[src/rtl/gf16_div_pkg.sv]
// Shared types, step encoding and GF(4) subfield helpers for the serial GF(16) divider.
// Field elements use a normal basis over GF(4), so all-ones is the multiplicative identity.
package gf16_div_pkg;

  typedef enum logic [1:0] {IDLE, RUN, DONE} state_t;

  localparam logic [2:0] STEP_SQ   = 3'd0;
  localparam logic [2:0] STEP_CUBE = 3'd1;
  localparam logic [2:0] STEP_SQ6  = 3'd2;
  localparam logic [2:0] STEP_SEV  = 3'd3;
  localparam logic [2:0] STEP_SQ14 = 3'd4;
  localparam logic [2:0] STEP_FIN  = 3'd5;

  localparam logic [3:0] GF16_ONE  = 4'hF;
  localparam logic [3:0] GF16_ZERO = 4'h0;

  // GF(4) product in normal basis {W^2, W}
  function automatic logic [1:0] gf4_mul(input logic [1:0] x, input logic [1:0] y);
    logic e;
    e = (x[1] ^ x[0]) & (y[1] ^ y[0]);
    return {(x[1] & y[1]) ^ e, (x[0] & y[0]) ^ e};
  endfunction

  // Scale by the GF(16)/GF(4) norm N = W^2
  function automatic logic [1:0] gf4_mul_n(input logic [1:0] x);
    return {x[0], x[1] ^ x[0]};
  endfunction

endpackage

[src/rtl/gf16_serial_div_if.sv]
// Operand and result handshakes of the serial GF(16) divider.
interface gf16_serial_div_if;
  logic       in_valid;
  logic       in_ready;
  logic [3:0] a;
  logic [3:0] b;
  logic       out_valid;
  logic       out_ready;
  logic [3:0] y;
  logic       div_zero;

  modport master (
    output in_valid, a, b, out_ready,
    input  in_ready, out_valid, y, div_zero
  );

  modport slave (
    input  in_valid, a, b, out_ready,
    output in_ready, out_valid, y, div_zero
  );
endinterface

[src/rtl/Mult_GF16.sv]
// Combinational GF(16) multiplier over a GF(4) tower, with an optional constant added to the product.
module Mult_GF16
  import gf16_div_pkg::*;
(
  input  logic [3:0] a,
  input  logic [3:0] b,
  input  logic [3:0] c,
  input  logic       add_c,
  output logic [3:0] y
);

  logic [1:0] e;
  logic [1:0] p_hi;
  logic [1:0] p_lo;

  assign e    = gf4_mul_n(gf4_mul(a[3:2] ^ a[1:0], b[3:2] ^ b[1:0]));
  assign p_hi = gf4_mul(a[3:2], b[3:2]) ^ e;
  assign p_lo = gf4_mul(a[1:0], b[1:0]) ^ e;
  assign y    = {p_hi, p_lo} ^ (add_c ? c : GF16_ZERO);

endmodule

[src/rtl/gf16_serial_div.sv]
// Sequential GF(16) divider: y = a * b^14 through one time-shared multiplier over six steps.
module gf16_serial_div
  import gf16_div_pkg::*;
#(
  parameter int EARLY_ZERO = 1
) (
  input logic              clk,
  input logic              rst,
  gf16_serial_div_if.slave bus
);

  state_t     state_reg, state_next;
  logic [2:0] step_reg, step_next;
  logic [3:0] ra_reg, ra_next;
  logic [3:0] rb_reg, rb_next;
  logic [3:0] t_reg, t_next;
  logic [3:0] y_reg, y_next;
  logic       dz_reg, dz_next;
  logic [3:0] mul_l, mul_r, prod;

  // Addition chain b^2, b^3, b^6, b^7, b^14, then a*b^14
  always_comb begin
    mul_l = t_reg;
    mul_r = t_reg;
    case (step_reg)
      STEP_SQ: begin
        mul_l = rb_reg;
        mul_r = rb_reg;
      end
      STEP_CUBE, STEP_SEV: mul_r = rb_reg;
      STEP_FIN:            mul_l = ra_reg;
      default: ;
    endcase
  end

  Mult_GF16 u_mult (
    .a     (mul_l),
    .b     (mul_r),
    .c     (GF16_ZERO),
    .add_c (1'b0),
    .y     (prod)
  );

  always_comb begin
    state_next = state_reg;
    step_next  = step_reg;
    ra_next    = ra_reg;
    rb_next    = rb_reg;
    t_next     = t_reg;
    y_next     = y_reg;
    dz_next    = dz_reg;
    case (state_reg)
      IDLE: begin
        if (bus.in_valid) begin
          ra_next   = bus.a;
          rb_next   = bus.b;
          step_next = STEP_SQ;
          dz_next   = (bus.b == GF16_ZERO);
          if (EARLY_ZERO != 0 && bus.b == GF16_ZERO) begin
            y_next     = GF16_ZERO;
            state_next = DONE;
          end else begin
            state_next = RUN;
          end
        end
      end
      RUN: begin
        if (step_reg < STEP_FIN) begin
          t_next    = prod;
          step_next = step_reg + 3'd1;
        end else if (step_reg == STEP_FIN) begin
          y_next     = prod;
          state_next = DONE;
        end else begin
          // Unreachable step codes bail out with y untouched
          state_next = DONE;
        end
      end
      DONE: begin
        if (bus.out_ready) state_next = IDLE;
      end
      default: state_next = IDLE;
    endcase
  end

  always_ff @(posedge clk or posedge rst) begin
    if (rst) begin
      state_reg <= IDLE;
      step_reg  <= STEP_SQ;
      ra_reg    <= GF16_ZERO;
      rb_reg    <= GF16_ZERO;
      t_reg     <= GF16_ZERO;
      y_reg     <= GF16_ZERO;
      dz_reg    <= 1'b0;
    end else begin
      state_reg <= state_next;
      step_reg  <= step_next;
      ra_reg    <= ra_next;
      rb_reg    <= rb_next;
      t_reg     <= t_next;
      y_reg     <= y_next;
      dz_reg    <= dz_next;
    end
  end

  assign bus.in_ready  = (state_reg == IDLE);
  assign bus.out_valid = (state_reg == DONE);
  assign bus.y         = y_reg;
  assign bus.div_zero  = dz_reg;

endmodule

[src/flat_wrapper.sv]
// flat-port wrapper written by rule: the top's interface ports become plain ports
module gf16_serial_div_flat import gf16_div_pkg::*;
#(
  parameter int EARLY_ZERO = 1
)
  (clk, rst, bus_in_valid, bus_a, bus_b, bus_out_ready, bus_in_ready, bus_out_valid, bus_y, bus_div_zero);
  gf16_serial_div_if bus_i ();
  input logic clk;
  input logic rst;
  input wire logic [$bits(bus_i.in_valid)-1:0] bus_in_valid;
  input wire logic [$bits(bus_i.a)-1:0] bus_a;
  input wire logic [$bits(bus_i.b)-1:0] bus_b;
  input wire logic [$bits(bus_i.out_ready)-1:0] bus_out_ready;
  output wire logic [$bits(bus_i.in_ready)-1:0] bus_in_ready;
  output wire logic [$bits(bus_i.out_valid)-1:0] bus_out_valid;
  output wire logic [$bits(bus_i.y)-1:0] bus_y;
  output wire logic [$bits(bus_i.div_zero)-1:0] bus_div_zero;
  assign bus_i.in_valid = bus_in_valid;
  assign bus_i.a = bus_a;
  assign bus_i.b = bus_b;
  assign bus_i.out_ready = bus_out_ready;
  assign bus_in_ready = bus_i.in_ready;
  assign bus_out_valid = bus_i.out_valid;
  assign bus_y = bus_i.y;
  assign bus_div_zero = bus_i.div_zero;
  gf16_serial_div #(.EARLY_ZERO(EARLY_ZERO)) u_core (.clk(clk), .rst(rst), .bus(bus_i));
endmodule
[config.mk]
export PLATFORM = sky130hd
export DESIGN_NAME = gf16_serial_div_flat
export DESIGN_NICKNAME = d
export VERILOG_FILES = /design/src/rtl/gf16_div_pkg.sv /design/src/rtl/gf16_serial_div_if.sv /design/src/rtl/Mult_GF16.sv /design/src/rtl/gf16_serial_div.sv /design/src/flat_wrapper.sv
export SDC_FILE = /design/constraint.sdc
export NUM_CORES = 1
export LEC_CHECK = 0
export ABC_AREA = 1
export CORE_MARGIN = 2
export CORE_UTILIZATION = 25
export CTS_CLUSTER_SIZE = 14
export DETAILED_ROUTE_END_ITERATION = 6
export GPL_TIMING_DRIVEN = 0
export PLACE_DENSITY = 0.51
export SYNTH_ARGS = -nofsm -noshare
export SYNTH_HDL_FRONTEND = slang
export SYNTH_SLANG_ARGS = --single-unit
export TNS_END_PERCENT = 100
[constraint.sdc]
create_clock -name clk -period 1.8 [get_ports clk]
set_input_delay 0.18 -clock clk [delete_from_list [all_inputs] [get_ports clk]]
set_output_delay 0.18 -clock clk [all_outputs]
set_load 0.1 [all_outputs]
Word level (Yosys, flattened, before mapping)

Cells that the tools add are included.

Register bits after elaboration: 22
Logic and storage cells: 71
Output and inout bits: 7

Equality and inequality tests: 11
Mux-type cells: 15
Reductions and logical operators: 10
Add/subtract/negate cells: 1
Magnitude comparators: 1
Bitwise gates (word level): 26

Operator list:

| operator              | number |
|---|---|
| $mux W4               | 5 |
| $pmux W4 S2           | 2 |
| $xor A1 B1 Y1         | 13 |
| $and A1 B1 Y1         | 9 |
| $mux W2               | 4 |
| $xor A2 B2 Y2         | 4 |
| $mux W3               | 2 |
| $ne A2 B1 Y1 const B  | 3 |
| $ne A2 B2 Y1 const B  | 3 |
| $pmux W2 S3           | 1 |
| $pmux W3 S2           | 1 |
| $reduce_and A3 Y1     | 2 |
| $reduce_and A5 Y1     | 1 |
| $logic_not A4 Y1      | 1 |
| $reduce_and A2 Y1     | 2 |
| $add A3 B1 Y3 const B | 1 |
| $eq A3 B1 Y1 const B  | 1 |
| $eq A3 B2 Y1 const B  | 1 |
| $eq A3 B3 Y1 const B  | 1 |
| $logic_not A3 Y1      | 1 |
| $lt A3 B3 Y1 const B  | 1 |
| $reduce_or A3 Y1      | 1 |
| $eq A2 B1 Y1 const B  | 1 |
| $eq A2 B2 Y1 const B  | 1 |
| 2 further kinds       | 2 |

Longest topological paths before layout

Gate-level depths: netlist of run 1.

Depth in word-level cells: 12
Mapped depth: 17
Mapped depth without buffers: 17

By module

Synthesis of run 1 repeated with hierarchy kept, for this count alone.

Cells, all modules: 247
Area total of the unflattened synthesis: 1,626.6 µm²

By module, submodules not included:

| module          | seq. area each (µm²) | instances | cells an instance | area each (µm²) |
|---|---|---|---|---|
| gf16_serial_div | 550.5                | 1         | 142               | 1,188.6 |
| Mult_GF16       | 0.0                  | 1         | 105               | 437.9 |

Worst setup path before layout of run 1

Ideal clock, no wire load.

Path kind: reg2reg
Start: register u_core.state_reg[1]
End: register u_core.y_reg[0] (netlist: u_core.bus.y[0])
Data arrival time: 2.822 ns
Library setup time: 0.068 ns
Data required time: 1.732 ns
Stages on the path, launching flop included: 8
Setup slack: -1.090 ns
Cell sequence: dfrtp_1 nor2_1 nand2_1 o21ai_0 nand2_1 nor2_1 nand3_1 nand2_1

Cells in the longest elaborated chain, start to end: 3
Elaborated cells between the ends (all ways): 9
Those cells by class: eq/ne: 5; mux: 1; reduce/logical: 3

RTL lines:

| item                                                        | line                   | RTL |
|---|---|---|
| start: declaration                                          | gf16_serial_div.sv:12  | `state_t state_reg, state_next;` |
| start signal: assignment                                    | gf16_serial_div.sv:96  | `state_reg <= state_next;` |
| $logic_not A2 Y1 *                                          | n/a                    |  |
| named net bus_in_ready                                      | flat_wrapper.sv:14     | `output wire logic [$bits(bus_i.in_ready)-1:0] bus_in_ready;` |
| $ne A2 B1 Y1 (no source line), or another cell as far along | n/a                    |  |
| $reduce_and A5 Y1 (no source line)                          | n/a                    |  |
| end signal: assignment                                      | gf16_serial_div.sv:101 | `y_reg <= y_next;` |
| end: declaration                                            | gf16_serial_div.sv:17  | `logic [3:0] y_reg, y_next;` |

Mark *: on every way through the listed nets, which the timed path passes. The rest lies on a longest branch.
A chain may end at the register's enable or synchronous reset.

Worst setup path after layout of run 1

Start: register u_core.step_reg[0]
End: register u_core.t_reg[0]

Cells in the longest elaborated chain, start to end: 9
Elaborated cells between the ends (all ways): 25
Those cells by class: order compare: 1; eq/ne: 3; mux: 2; bitwise: 16; reduce/logical: 3

RTL lines:

| item                                       | line                   | RTL |
|---|---|---|
| start: declaration                         | gf16_serial_div.sv:13  | `logic [2:0] step_reg, step_next;` |
| start signal: assignment                   | gf16_serial_div.sv:97  | `step_reg <= step_next;` |
| $eq A3 B1 Y1, or another cell as far along | gf16_serial_div.sv:25  | `case (step_reg)` |
| $reduce_or A3 Y1 (no source line)          | n/a                    |  |
| $mux W4                                    | gf16_serial_div.sv:25  |  |
| $xor A2 B2 Y2                              | Mult_GF16.sv:16        | `assign e = gf4_mul_n(gf4_mul(a[3:2] ^ a[1:0], b[3:2] ^ b[1:0]));` |
| $xor A1 B1 Y1                              | gf16_div_pkg.sv:20     | `e = (x[1] ^ x[0]) & (y[1] ^ y[0]);` |
| $and A1 B1 Y1                              | gf16_div_pkg.sv:20     |  |
| $xor A1 B1 Y1                              | gf16_div_pkg.sv:21     | `return {(x[1] & y[1]) ^ e, (x[0] & y[0]) ^ e};` |
| $xor A1 B1 Y1                              | gf16_div_pkg.sv:26     | `return {x[0], x[1] ^ x[0]};` |
| $xor A2 B2 Y2                              | Mult_GF16.sv:18        | `assign p_lo = gf4_mul(a[1:0], b[1:0]) ^ e;` |
| end signal: assignment                     | gf16_serial_div.sv:100 | `t_reg <= t_next;` |
| end: declaration                           | gf16_serial_div.sv:16  | `logic [3:0] t_reg, t_next;` |

Parallel ways exist; a longest one is shown, timed or not.

==> run metrics, run 1 <==
WL per Instance=11.7 um; Max Fclk=around 510 MHz; row count=30; nets@finish=300; Crit path max-delay family=simple AND/OR/NAND/NOR gates; r2r setup slk=-160 ps; Syn Inst Count=256; final WL=4.24 mm; Yosys warning total=0; first-pass GRT wire length=7.27 mm; reg-to-reg startpoint=u_core.step_reg[0]; Vias/cell=4.61; status=finished, violations left; Post-Synthesis Cell Area=1720 sq um; Remaining Overflow, GRT=0; PnR worst setup slack=-159 ps; Clock transition at path regs=90 ps; synthesized flop and latch total=22; Clock Tree Root=clkbuf_8; cell breakdown of the critical path=ha_2 > ha_4 > clkinv_4 > nand3_4 > nand2_1 > nand2_2 > nand2_2 > nand2_2 > nor2_2 > nand2_2 > nand2_2 > nand3_2 > nand3_1 > nand2_1; crit path max fanout=8; initial antenna violation count=0; min cycle time layout=between 1500 and 2000 ps; CP bufs+invs=1; routability cong.=around 0.78; final setup fails=8; Final Max Tran Viols=0; Tcrit/Tclk final=1.09; critical path data arrival time=2130 ps; die area=between 7000 and 8000 sq um; Slew headroom=0.365; Synth area leader=dfrtp_1; post-synth net total=between 200 and 300; Hold Path Class=in2async; Die Width=86.8 um; Die Y=roughly 87 um; CP Class=reg2reg; # diodes=0; top cells by area, synth=dfrtp_1, nand2_1, nand3_1; Clock Sink Count=22; violated checks=setup timing; R2R depth=14; commonest non-fill, non-tap cell in the layout=nand2_1; Seq/Total Area, Yosys=0.321; H-Tree Depth=1; max_cap viols=0; ANT nets after route=0; via count=around 1.7k; GRT Overall Usage=0.120; DR iter-0 viols=48; Mean Syn Cell Area=6.70 sq um; drt pass-1 iters=4; post-synth top area share=0.321; RSZ-0062 raised after global routing=yes; crit-path most repeated cell=nand2_2; DP HPWL=~3.3 mm; PortBufs=18; critical path required time=slightly below 2000 ps; Bufs on Longest Clock Path=2; most frequent cells in the layout=nand2_1, nand2_2, inv_1, dfrtp_1, nand3_1; Unique masters post-synth=25; cts bufs inserted=3; Post-CTS Hold Fix Bufs=0; Setup crit end kind=flip-flop; Setup Skew=8.55 ps; reg2reg end=u_core.t_reg[0]; share of cells above drive strength 1=0.346; setup TNS=-1180 ps; CORE AREA=6720 sq um; Initial Utilization=0.255; DR DRC count=0; slowest stage delay, CP=about 460 ps; slowest cell on the critical path=dfrtp_2; Clk Latency, worst-skew pair=270 ps; I/O pin count=19; area growth from synthesis to layout=38.2%; crit start category=flip-flop; worst-margin pin slew=~960 ps; final hold violations=0; CTS tree=built; largest net degree at the start of global routing=23; number of global-route vias before repair=between 1.5k and 2k
how the worst max path moves through the flow:
| stage | from | endpoint | slack, ps | cells after the start |
|---|---|---|---|---|
| 2_1_floorplan | u_core.step_reg[0] | u_core.bus.y[3] | 0.6 | 16 |
| 3_3_place_gp | u_core.step_reg[1] | u_core.t_reg[3] | -250 | 15 |
| 3_5_place_dp | u_core.step_reg[1] | u_core.t_reg[3] | -260 | 15 |
| 4_1_cts | u_core.step_reg[1] | u_core.t_reg[1] | -150 | 16 |
| 5_1_grt | u_core.step_reg[0] | u_core.t_reg[0] | -310 | 14 |
| 6_report | u_core.step_reg[0] | u_core.t_reg[0] | -160 | 14 |
cells in the mapped netlist (all sizes together):
cell / n
a21oi: 4
nand4: 12
a31o: 1
ha: 4
nor3: 1
mux2: 2
clkinv: 2
inv: 30
nand2: 119
nand3: 27
dfrtp: 22
and2: 1
clkbuf: 2
buf: 1
nand3b: 1
nor2: 16
o21ai: 11
through the flow:
step | hold slack [ps] | std cells | instance area (sq um) | setup slack [ps] | utilization
2_1_floorplan | 169 | 256 | 1750 | 0.597 | -
3_3_place_gp | 467 | 354 | 2030 | -247 | 0.301
4_1_cts | 435 | 363 | 2290 | -152 | 0.342
5_1_grt | 470 | 363 | 2370 | -308 | 0.353
3_5_place_dp | 470 | 354 | 2030 | -263 | 0.301
6_report | 385 | 363 | 2370 | -159 | 0.353
kinds of logic after synthesis:
kind of cell	after synthesis	share of synthesized area
AND/OR/NAND/NOR	177	0.500
multiplexers	2	0.0131
flip-flops	22	0.321
adder cells (fa/ha/maj)	4	0.0292
AO/OA/AOI/OAI	16	0.0489
buffers and inverters	35	0.0875
layer usage:
layer | global-route usage | part of all wire | wire, um
met4 | 0.0327 | 0.013 | 57
met3 | 0.0171 | 0.021 | 91
met1 | 0.147 | 0.48 | 2030
met5 | 0 | 0 | 0
met2 | 0.217 | 0.49 | 2070
repair_timing:
item                                    CTS  global route
buffers inserted                          3             1
pin swaps                                11            11
endpoints found under the setup margin   19            13
cloned                                    2             0
resized for setup                        49            22
final cells by class:
type	count	area [sq um]
Buffer	2	23.8
Clock buffer	3	41.3
Clock inverter	1	30.0
Fill cell	728	4350
Inverter	32	135
Multi-Input combinational cell	199	1250
Sequential cell	22	553
Tap cell	80	100
Timing Repair Buffer	23	234
Timing Repair inverter	1	5.00
Power of run 1 is not shown: default switching activity piles up to over one toggle a cycle in this logic, so the estimate is an artifact.
==> run 2: changes to the inputs <==
CTS_CLUSTER_SIZE = 16   (was 14)
==> results of run 2 <==
Same layout as run 1: the final DEF is identical, and so are final timing and power.
Power of run 2 is left out for the same reason.
